==> src/rtl/alu_sequencer_if.sv <==
// Command, ALU-drive and result bundle for alu_sequencer.
// slave = sequencer side, master = command source / ALU / result sink side.
interface alu_sequencer_if #(
    parameter int unsigned W = 16
) ();
    logic         cmd_valid;
    logic         cmd_ready;
    logic [2:0]   cmd_opc;
    logic [W-1:0] cmd_a;
    logic [W-1:0] cmd_b;
    logic         cmd_c;

    logic [2:0]   alu_opc;
    logic [W-1:0] alu_A;
    logic [W-1:0] alu_B;
    logic         alu_C;
    logic [W-1:0] alu_W;
    logic         alu_zero;
    logic         alu_neg;

    logic         res_valid;
    logic         res_ready;
    logic [W-1:0] res_W;
    logic         res_zero;
    logic         res_neg;
    logic [2:0]   res_opc;
    logic         busy;
`ifdef ALU_SEQ_ERR_EN
    logic         res_err;
`endif

    modport slave (
        input  cmd_valid, cmd_opc, cmd_a, cmd_b, cmd_c,
        input  alu_W, alu_zero, alu_neg,
        input  res_ready,
        output cmd_ready,
        output alu_opc, alu_A, alu_B, alu_C,
        output res_valid, res_W, res_zero, res_neg, res_opc,
        output busy
`ifdef ALU_SEQ_ERR_EN
        , output res_err
`endif
    );

    modport master (
        output cmd_valid, cmd_opc, cmd_a, cmd_b, cmd_c,
        output alu_W, alu_zero, alu_neg,
        output res_ready,
        input  cmd_ready,
        input  alu_opc, alu_A, alu_B, alu_C,
        input  res_valid, res_W, res_zero, res_neg, res_opc,
        input  busy
`ifdef ALU_SEQ_ERR_EN
        , input res_err
`endif
    );
endinterface

==> src/rtl/alu_sequencer.sv <==
// Command FIFO feeding an IDLE/ISSUE/HOLD sequencer around an external combinational ALU.
// Optional macro ALU_SEQ_ERR_EN: opcode 7 is trapped (not issued) and flagged on res_err.
module alu_sequencer #(
    parameter int unsigned W     = 16,
    parameter int unsigned DEPTH = 4
) (
    input logic            clk,
    input logic            rst_n,
    alu_sequencer_if.slave bus
);
    localparam int unsigned PW = $clog2(DEPTH);
    localparam int unsigned CW = PW + 1;
    localparam logic [CW-1:0] FULL_CNT = CW'(DEPTH);

    typedef struct packed {
        logic [2:0]   opc;
        logic [W-1:0] a;
        logic [W-1:0] b;
        logic         c;
    } entry_t;

    typedef enum logic [1:0] {StIdle, StIssue, StHold} state_e;

    state_e        state_q;
    entry_t        mem_q [DEPTH];
    logic [PW-1:0] wr_ptr_q;
    logic [PW-1:0] rd_ptr_q;
    logic [CW-1:0] count_q;
    entry_t        head;
    logic          empty;
    logic          full;
    logic          push;
    logic          pop;
`ifdef ALU_SEQ_ERR_EN
    logic          trap_q;
`endif

    assign empty = (count_q == '0);
    assign full  = (count_q == FULL_CNT);
    assign head  = mem_q[rd_ptr_q];

    // Pop decisions use the pre-edge count, so a same-cycle push never bypasses the FIFO.
    assign push = bus.cmd_valid && !full;
    assign pop  = !empty && ((state_q == StIdle) || ((state_q == StHold) && bus.res_ready));

    assign bus.cmd_ready = !full;
    assign bus.busy      = !empty || (state_q != StIdle);

    always_ff @(posedge clk) begin
        if (push) begin
            mem_q[wr_ptr_q] <= '{opc: bus.cmd_opc, a: bus.cmd_a, b: bus.cmd_b, c: bus.cmd_c};
        end
    end

    always_ff @(posedge clk) begin
        if (!rst_n) begin
            wr_ptr_q <= '0;
            rd_ptr_q <= '0;
            count_q  <= '0;
        end else begin
            if (push) wr_ptr_q <= wr_ptr_q + PW'(1);
            if (pop)  rd_ptr_q <= rd_ptr_q + PW'(1);
            case ({push, pop})
                2'b10:   count_q <= count_q + CW'(1);
                2'b01:   count_q <= count_q - CW'(1);
                default: count_q <= count_q;
            endcase
        end
    end

    always_ff @(posedge clk) begin
        if (!rst_n) begin
            state_q       <= StIdle;
            bus.alu_opc   <= '0;
            bus.alu_A     <= '0;
            bus.alu_B     <= '0;
            bus.alu_C     <= 1'b0;
            bus.res_valid <= 1'b0;
            bus.res_W     <= '0;
            bus.res_zero  <= 1'b0;
            bus.res_neg   <= 1'b0;
            bus.res_opc   <= '0;
`ifdef ALU_SEQ_ERR_EN
            trap_q        <= 1'b0;
            bus.res_err   <= 1'b0;
`endif
        end else begin
            case (state_q)
                StIdle: begin
                    if (pop) state_q <= StIssue;
                end
                StIssue: begin
                    bus.res_valid <= 1'b1;
                    state_q       <= StHold;
`ifdef ALU_SEQ_ERR_EN
                    if (trap_q) begin
                        bus.res_W    <= '0;
                        bus.res_zero <= 1'b1;
                        bus.res_neg  <= 1'b0;
                        bus.res_opc  <= 3'd7;
                        bus.res_err  <= 1'b1;
                    end else begin
                        bus.res_W    <= bus.alu_W;
                        bus.res_zero <= bus.alu_zero;
                        bus.res_neg  <= bus.alu_neg;
                        bus.res_opc  <= bus.alu_opc;
                        bus.res_err  <= 1'b0;
                    end
`else
                    bus.res_W    <= bus.alu_W;
                    bus.res_zero <= bus.alu_zero;
                    bus.res_neg  <= bus.alu_neg;
                    bus.res_opc  <= bus.alu_opc;
`endif
                end
                StHold: begin
                    if (bus.res_ready) begin
                        bus.res_valid <= 1'b0;
                        state_q       <= pop ? StIssue : StIdle;
                    end
                end
                default: state_q <= StIdle;
            endcase

            // ALU drive only changes on a pop; it holds the last issued command otherwise.
            if (pop) begin
`ifdef ALU_SEQ_ERR_EN
                trap_q <= (head.opc == 3'd7);
                if (head.opc != 3'd7) begin
                    bus.alu_opc <= head.opc;
                    bus.alu_A   <= head.a;
                    bus.alu_B   <= head.b;
                    bus.alu_C   <= head.c;
                end
`else
                bus.alu_opc <= head.opc;
                bus.alu_A   <= head.a;
                bus.alu_B   <= head.b;
                bus.alu_C   <= head.c;
`endif
            end
        end
    end
endmodule

==> src/flat_wrapper.sv <==
// flat-port wrapper written by rule: the top's interface ports become plain ports
module alu_sequencer_flat 
#(
    parameter int unsigned W     = 16,
    parameter int unsigned DEPTH = 4
)
  (clk, rst_n, bus_cmd_valid, bus_cmd_opc, bus_cmd_a, bus_cmd_b, bus_cmd_c, bus_alu_W, bus_alu_zero, bus_alu_neg, bus_res_ready, bus_cmd_ready, bus_alu_opc, bus_alu_A, bus_alu_B, bus_alu_C, bus_res_valid, bus_res_W, bus_res_zero, bus_res_neg, bus_res_opc, bus_busy);
  alu_sequencer_if #(.W(W)) bus_i ();
  input logic clk;
  input logic rst_n;
  input wire logic [$bits(bus_i.cmd_valid)-1:0] bus_cmd_valid;
  input wire logic [$bits(bus_i.cmd_opc)-1:0] bus_cmd_opc;
  input wire logic [$bits(bus_i.cmd_a)-1:0] bus_cmd_a;
  input wire logic [$bits(bus_i.cmd_b)-1:0] bus_cmd_b;
  input wire logic [$bits(bus_i.cmd_c)-1:0] bus_cmd_c;
  input wire logic [$bits(bus_i.alu_W)-1:0] bus_alu_W;
  input wire logic [$bits(bus_i.alu_zero)-1:0] bus_alu_zero;
  input wire logic [$bits(bus_i.alu_neg)-1:0] bus_alu_neg;
  input wire logic [$bits(bus_i.res_ready)-1:0] bus_res_ready;
  output wire logic [$bits(bus_i.cmd_ready)-1:0] bus_cmd_ready;
  output wire logic [$bits(bus_i.alu_opc)-1:0] bus_alu_opc;
  output wire logic [$bits(bus_i.alu_A)-1:0] bus_alu_A;
  output wire logic [$bits(bus_i.alu_B)-1:0] bus_alu_B;
  output wire logic [$bits(bus_i.alu_C)-1:0] bus_alu_C;
  output wire logic [$bits(bus_i.res_valid)-1:0] bus_res_valid;
  output wire logic [$bits(bus_i.res_W)-1:0] bus_res_W;
  output wire logic [$bits(bus_i.res_zero)-1:0] bus_res_zero;
  output wire logic [$bits(bus_i.res_neg)-1:0] bus_res_neg;
  output wire logic [$bits(bus_i.res_opc)-1:0] bus_res_opc;
  output wire logic [$bits(bus_i.busy)-1:0] bus_busy;
  assign bus_i.cmd_valid = bus_cmd_valid;
  assign bus_i.cmd_opc = bus_cmd_opc;
  assign bus_i.cmd_a = bus_cmd_a;
  assign bus_i.cmd_b = bus_cmd_b;
  assign bus_i.cmd_c = bus_cmd_c;
  assign bus_i.alu_W = bus_alu_W;
  assign bus_i.alu_zero = bus_alu_zero;
  assign bus_i.alu_neg = bus_alu_neg;
  assign bus_i.res_ready = bus_res_ready;
  assign bus_cmd_ready = bus_i.cmd_ready;
  assign bus_alu_opc = bus_i.alu_opc;
  assign bus_alu_A = bus_i.alu_A;
  assign bus_alu_B = bus_i.alu_B;
  assign bus_alu_C = bus_i.alu_C;
  assign bus_res_valid = bus_i.res_valid;
  assign bus_res_W = bus_i.res_W;
  assign bus_res_zero = bus_i.res_zero;
  assign bus_res_neg = bus_i.res_neg;
  assign bus_res_opc = bus_i.res_opc;
  assign bus_busy = bus_i.busy;
  alu_sequencer #(.W(W), .DEPTH(DEPTH)) u_core (.clk(clk), .rst_n(rst_n), .bus(bus_i));
endmodule
==> config.mk <==
export PLATFORM = sky130hd
export DESIGN_NAME = alu_sequencer_flat
export DESIGN_NICKNAME = d
export VERILOG_FILES = /design/src/rtl/alu_sequencer_if.sv /design/src/rtl/alu_sequencer.sv /design/src/flat_wrapper.sv
export SDC_FILE = /design/constraint.sdc
export NUM_CORES = 1
export LEC_CHECK = 0
export CORE_ASPECT_RATIO = 2
export CORE_MARGIN = 5
export CORE_UTILIZATION = 48
export DETAILED_ROUTE_END_ITERATION = 10
export PLACE_DENSITY = 0.71
export SYNTH_ARGS = -nofsm -noshare
export SYNTH_HDL_FRONTEND = slang
export SYNTH_SLANG_ARGS = --single-unit
==> constraint.sdc <==
create_clock -name clk -period 2.34 [get_ports clk]
set_input_delay 0.234 -clock clk [delete_from_list [all_inputs] [get_ports clk]]
set_output_delay 0.234 -clock clk [all_outputs]
set_load 0.01 [all_outputs]
[Word level (Yosys, flattened, before mapping)]
Memories as Yosys holds them, arrays and structs flattened. A register that Yosys moved wholly into a read port is not among the register bits.
Cells that the tools add are included.
Word-level totals
  output and inout port bits: 60
  memories kept: 1
  RAM bits: 144
  register bits: 31
  bits of input ports: 58
  logic and storage cells: 45
Memory list
  u_core.mem_q: depth 4, width 36, rd ports 1, clocked after memory_dff 1, write ports 1, line alu_sequencer.sv:25  | entry_t mem_q [DEPTH];
Cells by class
  add/subtract/negate cells: 4
  multiplexer cells: 9
  equal/unequal tests: 7
  reductions and logical operators: 15
Operators by type and width (count)
  2-bit one-hot mux with 3 select lines: 1
  3-bit one-hot mux with 2 select lines: 1
  2-bit nonzero test: 3
  2-bit by 1-bit adder with 2-bit output (second input constant): 2
  2-bit by 1-bit equality test with 1-bit output (second input constant): 2
  2-bit equality test (second input constant): 2
  1-bit 2-to-1 mux: 4
  2-bit 2-to-1 mux: 2
  2-bit AND reduction: 2
  3-bit by 1-bit adder with 3-bit output (second input constant): 1
  3-bit equality test (second input constant): 1
  1-bit logical AND: 3
  1-bit zero test: 3
  3-bit zero test: 1
  3-bit by 1-bit subtractor with 3-bit output (second input constant): 1
  2-bit zero test: 1
  1-bit logical OR: 2
  2-bit by 1-bit inequality test with 1-bit output (second input constant): 1
  2-bit inequality test (second input constant): 1
  1-bit one-hot mux with 2 select lines: 1

[Logic depth before layout (Yosys ltp)]
  depth in word-level cells: 7
  depth in mapped cells: 9
  mapped depth without buffers: 8

[Worst setup path after synthesis]
OpenSTA, ideal clock, no wires.
  path type: register to register
  start point: reg u_core.state_q[1]
  end point: reg u_core.count_q[2]
  period minus slack after synthesis: 2.279 ns
  library setup time: 0.070 ns
  arrival: 2.209 ns
  buffers on the path: 1
  data required time: 2.270 ns
  stages on the path, launching flop included: 10
  setup slack: 0.061 ns
  cells stage by stage: dfxtp_1 nor2b_1 nor3_4 buf_2 ha_1 inv_1 fa_1 xor2_1 or3_1 a21oi_1
Between the ends
  longest elaborated chain between the ends: 6
  elaborated cells on any way between the ends: 9
  classes of those cells: eq/ne (3); mux (1); reduce/logical (5)
RTL lines
  start, declared: line alu_sequencer.sv:24  | state_e state_q;
  start signal, assigned: line alu_sequencer.sv:73  | state_q <= StIdle;
  start signal, assigned: line alu_sequencer.sv:90  | if (pop) state_q <= StIssue;
  start signal, assigned: line alu_sequencer.sv:94  | state_q <= StHold;
  2-bit equality test: line alu_sequencer.sv:44  | assign pop = !empty && ((state_q == StIdle) || ((state_q == StHold) && bus.res_ready));
  1-bit logical AND: line alu_sequencer.sv:44
  1-bit logical OR (*): line alu_sequencer.sv:44
  1-bit logical AND (*): line alu_sequencer.sv:44
  via u_core.pop: line alu_sequencer.sv:33  | logic pop;
  2-bit by 1-bit equality test with 1-bit output or 2-bit equality test (tied branches): line alu_sequencer.sv:63  | case ({push, pop})
  3-bit one-hot mux with 2 select lines or 2-bit nonzero test (tied branches)
  end signal, assigned: line alu_sequencer.sv:64  | 2'b10: count_q <= count_q + CW'(1);
  end signal, assigned: line alu_sequencer.sv:65  | 2'b01: count_q <= count_q - CW'(1);
  end signal, assigned: line alu_sequencer.sv:66  | default: count_q <= count_q;
  end, declared: line alu_sequencer.sv:28  | logic [CW-1:0] count_q;
The timed path passes the listed nets; every way through them passes the cells marked *.
A chain may end at the register's enable or synchronous reset.

[Worst setup path in the final report]
  start point: reg u_core.count_q[2]
  end point: out bus_busy
Between the ends
  longest elaborated chain between the ends: 3
RTL lines
  3-bit zero test: line alu_sequencer.sv:38  | assign empty = (count_q == '0);
  1-bit zero test: line alu_sequencer.sv:47  | assign bus.busy = !empty || (state_q != StIdle);
  1-bit logical OR: line alu_sequencer.sv:47
  end, declared: line flat_wrapper.sv:30  | output wire logic [$bits(bus_i.busy)-1:0] bus_busy;
Every way passes these cells.

==> flow_summary.ini <==
[synthesis]
synth_flop_cell = edfxtp_1
async_reset_ff_share_pct = 0
ys_seq_elements = 211
syn-cell-area_um2 = 7730
synthCells = 463
synth-edff-count = 144
synth_warnings = 0
synth_cell_types = 33
syn_avg_cell_area_um2 = 16.7
yosysSeqAreaShare_pct = 73.3
synth_nets = 527

[clock_network]
clockRootBuffer = clkbuf_16
ctsResizeCount = 0
cts_made_buffers = 18
cts.sinks = 211
clock_latency_ps = 480
post_cts_buffers = 0
ctsHoldBuffers = 0
cts_buffer_depth = 3
htree_levels = 1
cts_tree = done
clk_pin_slew_ps = 70

[cells_and_area]
drive_above_1_share_pct = 14.8
fillers = 1189
nNetsFinal = 654
stdcell_count = 804
multi_input_area_um2 = 1880
synthToLayoutAreaGrowth_pct = 26.5
seq_area_um2 = 5670

[power]
power_density_nw_per_um2 = 1130
p_leak_nw = 3.19
ir_worst_vdd_mv = 0.774

[routing]
ant_nets = 0
wl_mm = 15.8
drtIter0Drc = 168
drc = 0
via_count = 4307
routedWlPerCell_um = 19.7
vias_per_cell = 5.36
first_pass_iters = 4

[die]
dieWidth_um = 99.7
die_h_um = 189
core_um2 = 15800
rows = 65
io_pins = 118
die_area_um2 = 18900
start_util_pct = 49.0

[global_route]
met1_usage_pct = 19.0
grt_util_met2_pct = 32.4
grt.overflow.total = 0
grt_use_met3_pct = 3.43
antenna_found_initial = 1
grt_pass1_wl_mm = 25.2
grt.total_usage_pct = 17.2
grt_pass1_vias = 4720
grt_max_degree = 39
grt_most_used_layer = met2

[timing]
slew_viol_final = 0
setup_viol = 0
slew_headroom_pct = 46.6
min_period_ps = 2170
worst_slew_pin_slew_ps = 801
tns_ps = 0
whs_ps = 300
max_clock_freq_mhz = 460
rsz0062_at_grt = no
finalCritPeriodShare_pct = 92.9
hold_viol = 0
skew_ps = 8.71

[setup_path]
endpoint_kind = output pin
critPathLaunchType = register
path_max_fanout = 6
worstRegToRegCells = 8
required_ps = 2110
worstSetupPathType = register to output pin
rrSetupSlack_ps = 170
worstPathArrival_ps = 1940

[placed_design]
dp_hpwl_mm = 10.1
gp_congestion = 0.787
place.port_buffers = 117
place_inst = 771

[flow_run]
max_cap_violations = 0

[worst_hold_path]
min_path_type = input pin to register
whs_path_depth = 4

[status]
outcome = finished, final reports clean
-- final timing paths --
kind | startpoint | end
max | u_core.count_q[2] | bus_busy
min | rst_n | u_core.state_q[0]
max reg2reg | u_core.count_q[2] | u_core.count_q[2]
min reg2reg | u_core.bus.res_W[0] | u_core.bus.res_W[0]
-- flip-flops by register name (all words and copies together), names as in the netlist --
name and cells:
u_core.bus.res_neg 1, u_core.bus.alu_A 16, u_core.count_q 3, u_core.bus.alu_B 16, u_core.bus.alu_opc 3, u_core.bus.alu_C 1
u_core.mem_q 144, u_core.rd_ptr_q 2, u_core.bus.res_opc 3, u_core.bus.res_W 16, u_core.bus.res_valid 1, u_core.state_q 2
u_core.bus.res_zero 1, u_core.wr_ptr_q 2
-- area by class of cell --
type                            instances  area share [%]
Sequential cell                       211            58.0
Multi-Input combinational cell        217            19.3
Timing Repair Buffer                  135            13.8
Clock buffer                           26            5.13
Tap cell                              201            2.57
Clock inverter                          6           0.922
Inverter                                7           0.269
Antenna cell                            1          0.0256
-- power breakdown --
part           total, W  internal [W]  switching, W  leakage, nW
clock           0.00297       0.00173       0.00124        0.289
combinational   0.00311       0.00159       0.00152         1.03
sequential      0.00499       0.00463      0.000358         1.87
-- worst max-delay path, stage by stage (launching register included) --
cell             delay, ps
dfxtp_1                340
nor3_2                 510
nand2_1                100
clkdlybuf4s50_1        520
-- placed cells by master, fill, tap and decap left out, types with 2 or more instances in the layout --
| cell | netlist | final |
|---|---|---|
| inv_1 | 7 | 7 |
| a21o_1 | 2 | 2 |
| dfxtp_1 | 67 | 65 |
| edfxtp_1 | 144 | 144 |
| a21oi_1 | 27 | 27 |
| mux4_2 | 36 | 36 |
| bufinv_16 | 0 | 2 |
| and3_2 | 0 | 4 |
| buf_4 | 2 | 14 |
| o2bb2ai_1 | 36 | 36 |
| buf_12 | 0 | 4 |
| dfxtp_2 | 0 | 2 |
| clkinv_2 | 0 | 2 |
| clkbuf_16 | 0 | 19 |
| nor2_1 | 5 | 5 |
| nor2b_1 | 2 | 2 |
| nand2b_1 | 2 | 2 |
| clkbuf_1 | 12 | 7 |
| ha_1 | 5 | 5 |
| xor2_1 | 2 | 2 |
| clkdlybuf4s50_1 | 0 | 116 |
| nand3_1 | 2 | 2 |
| nand2_1 | 81 | 81 |
-- metrics by stage --
step / total power (W) / utilization, % / cell area [µm²] / setup WS (ps)
2_1_floorplan: 0.00678 / - / 7730 / 60.5
3_3_place_gp: 0.00814 / 58.2 / 9180 / 102
3_5_place_dp: 0.00825 / 58.2 / 9180 / 7.67
4_1_cts: 0.0112 / 61.9 / 9770 / 133
5_1_grt: 0.0117 / 61.9 / 9770 / 6.67
6_report: 0.0111 / 61.9 / 9770 / 166
-- cell usage after synthesis (4+ instances only) --
library cell / instances / area, µm²
and3_1: 4 / 25.0
nor2_1: 5 / 18.8
dfxtp_1: 67 / 1340
edfxtp_1: 144 / 4320
clkbuf_1: 12 / 45.0
o2bb2ai_1: 36 / 315
ha_1: 5 / 62.6
mux4_2: 36 / 811
inv_1: 7 / 26.3
a21oi_1: 27 / 135
buf_2: 7 / 35.0
buf_6: 5 / 56.3
nand2_1: 81 / 304
-- per-layer routing --
layer,part of all wire (%),up-vias
li1,-,2016
met1,36,2170
met2,57,102
met3,5.2,19
met4,1.9,0
met5,0,-
-- cells by family (layout without fill, tap and decap cells) --
kind of cell,Yosys count,after routing,synth area share (%)
xor gates and xnor gates,2,2,0.227
muxes,37,37,10.6
adders and majority gates,6,6,1.07
AOI/OAI and AO/OA,68,68,6.30
buffers and inverters,35,174,2.40
and+or+nand+nor,104,104,6.07
DFF,211,211,73.3
other,0,1,0
Note: power is estimated with default switching activity, not from simulation.
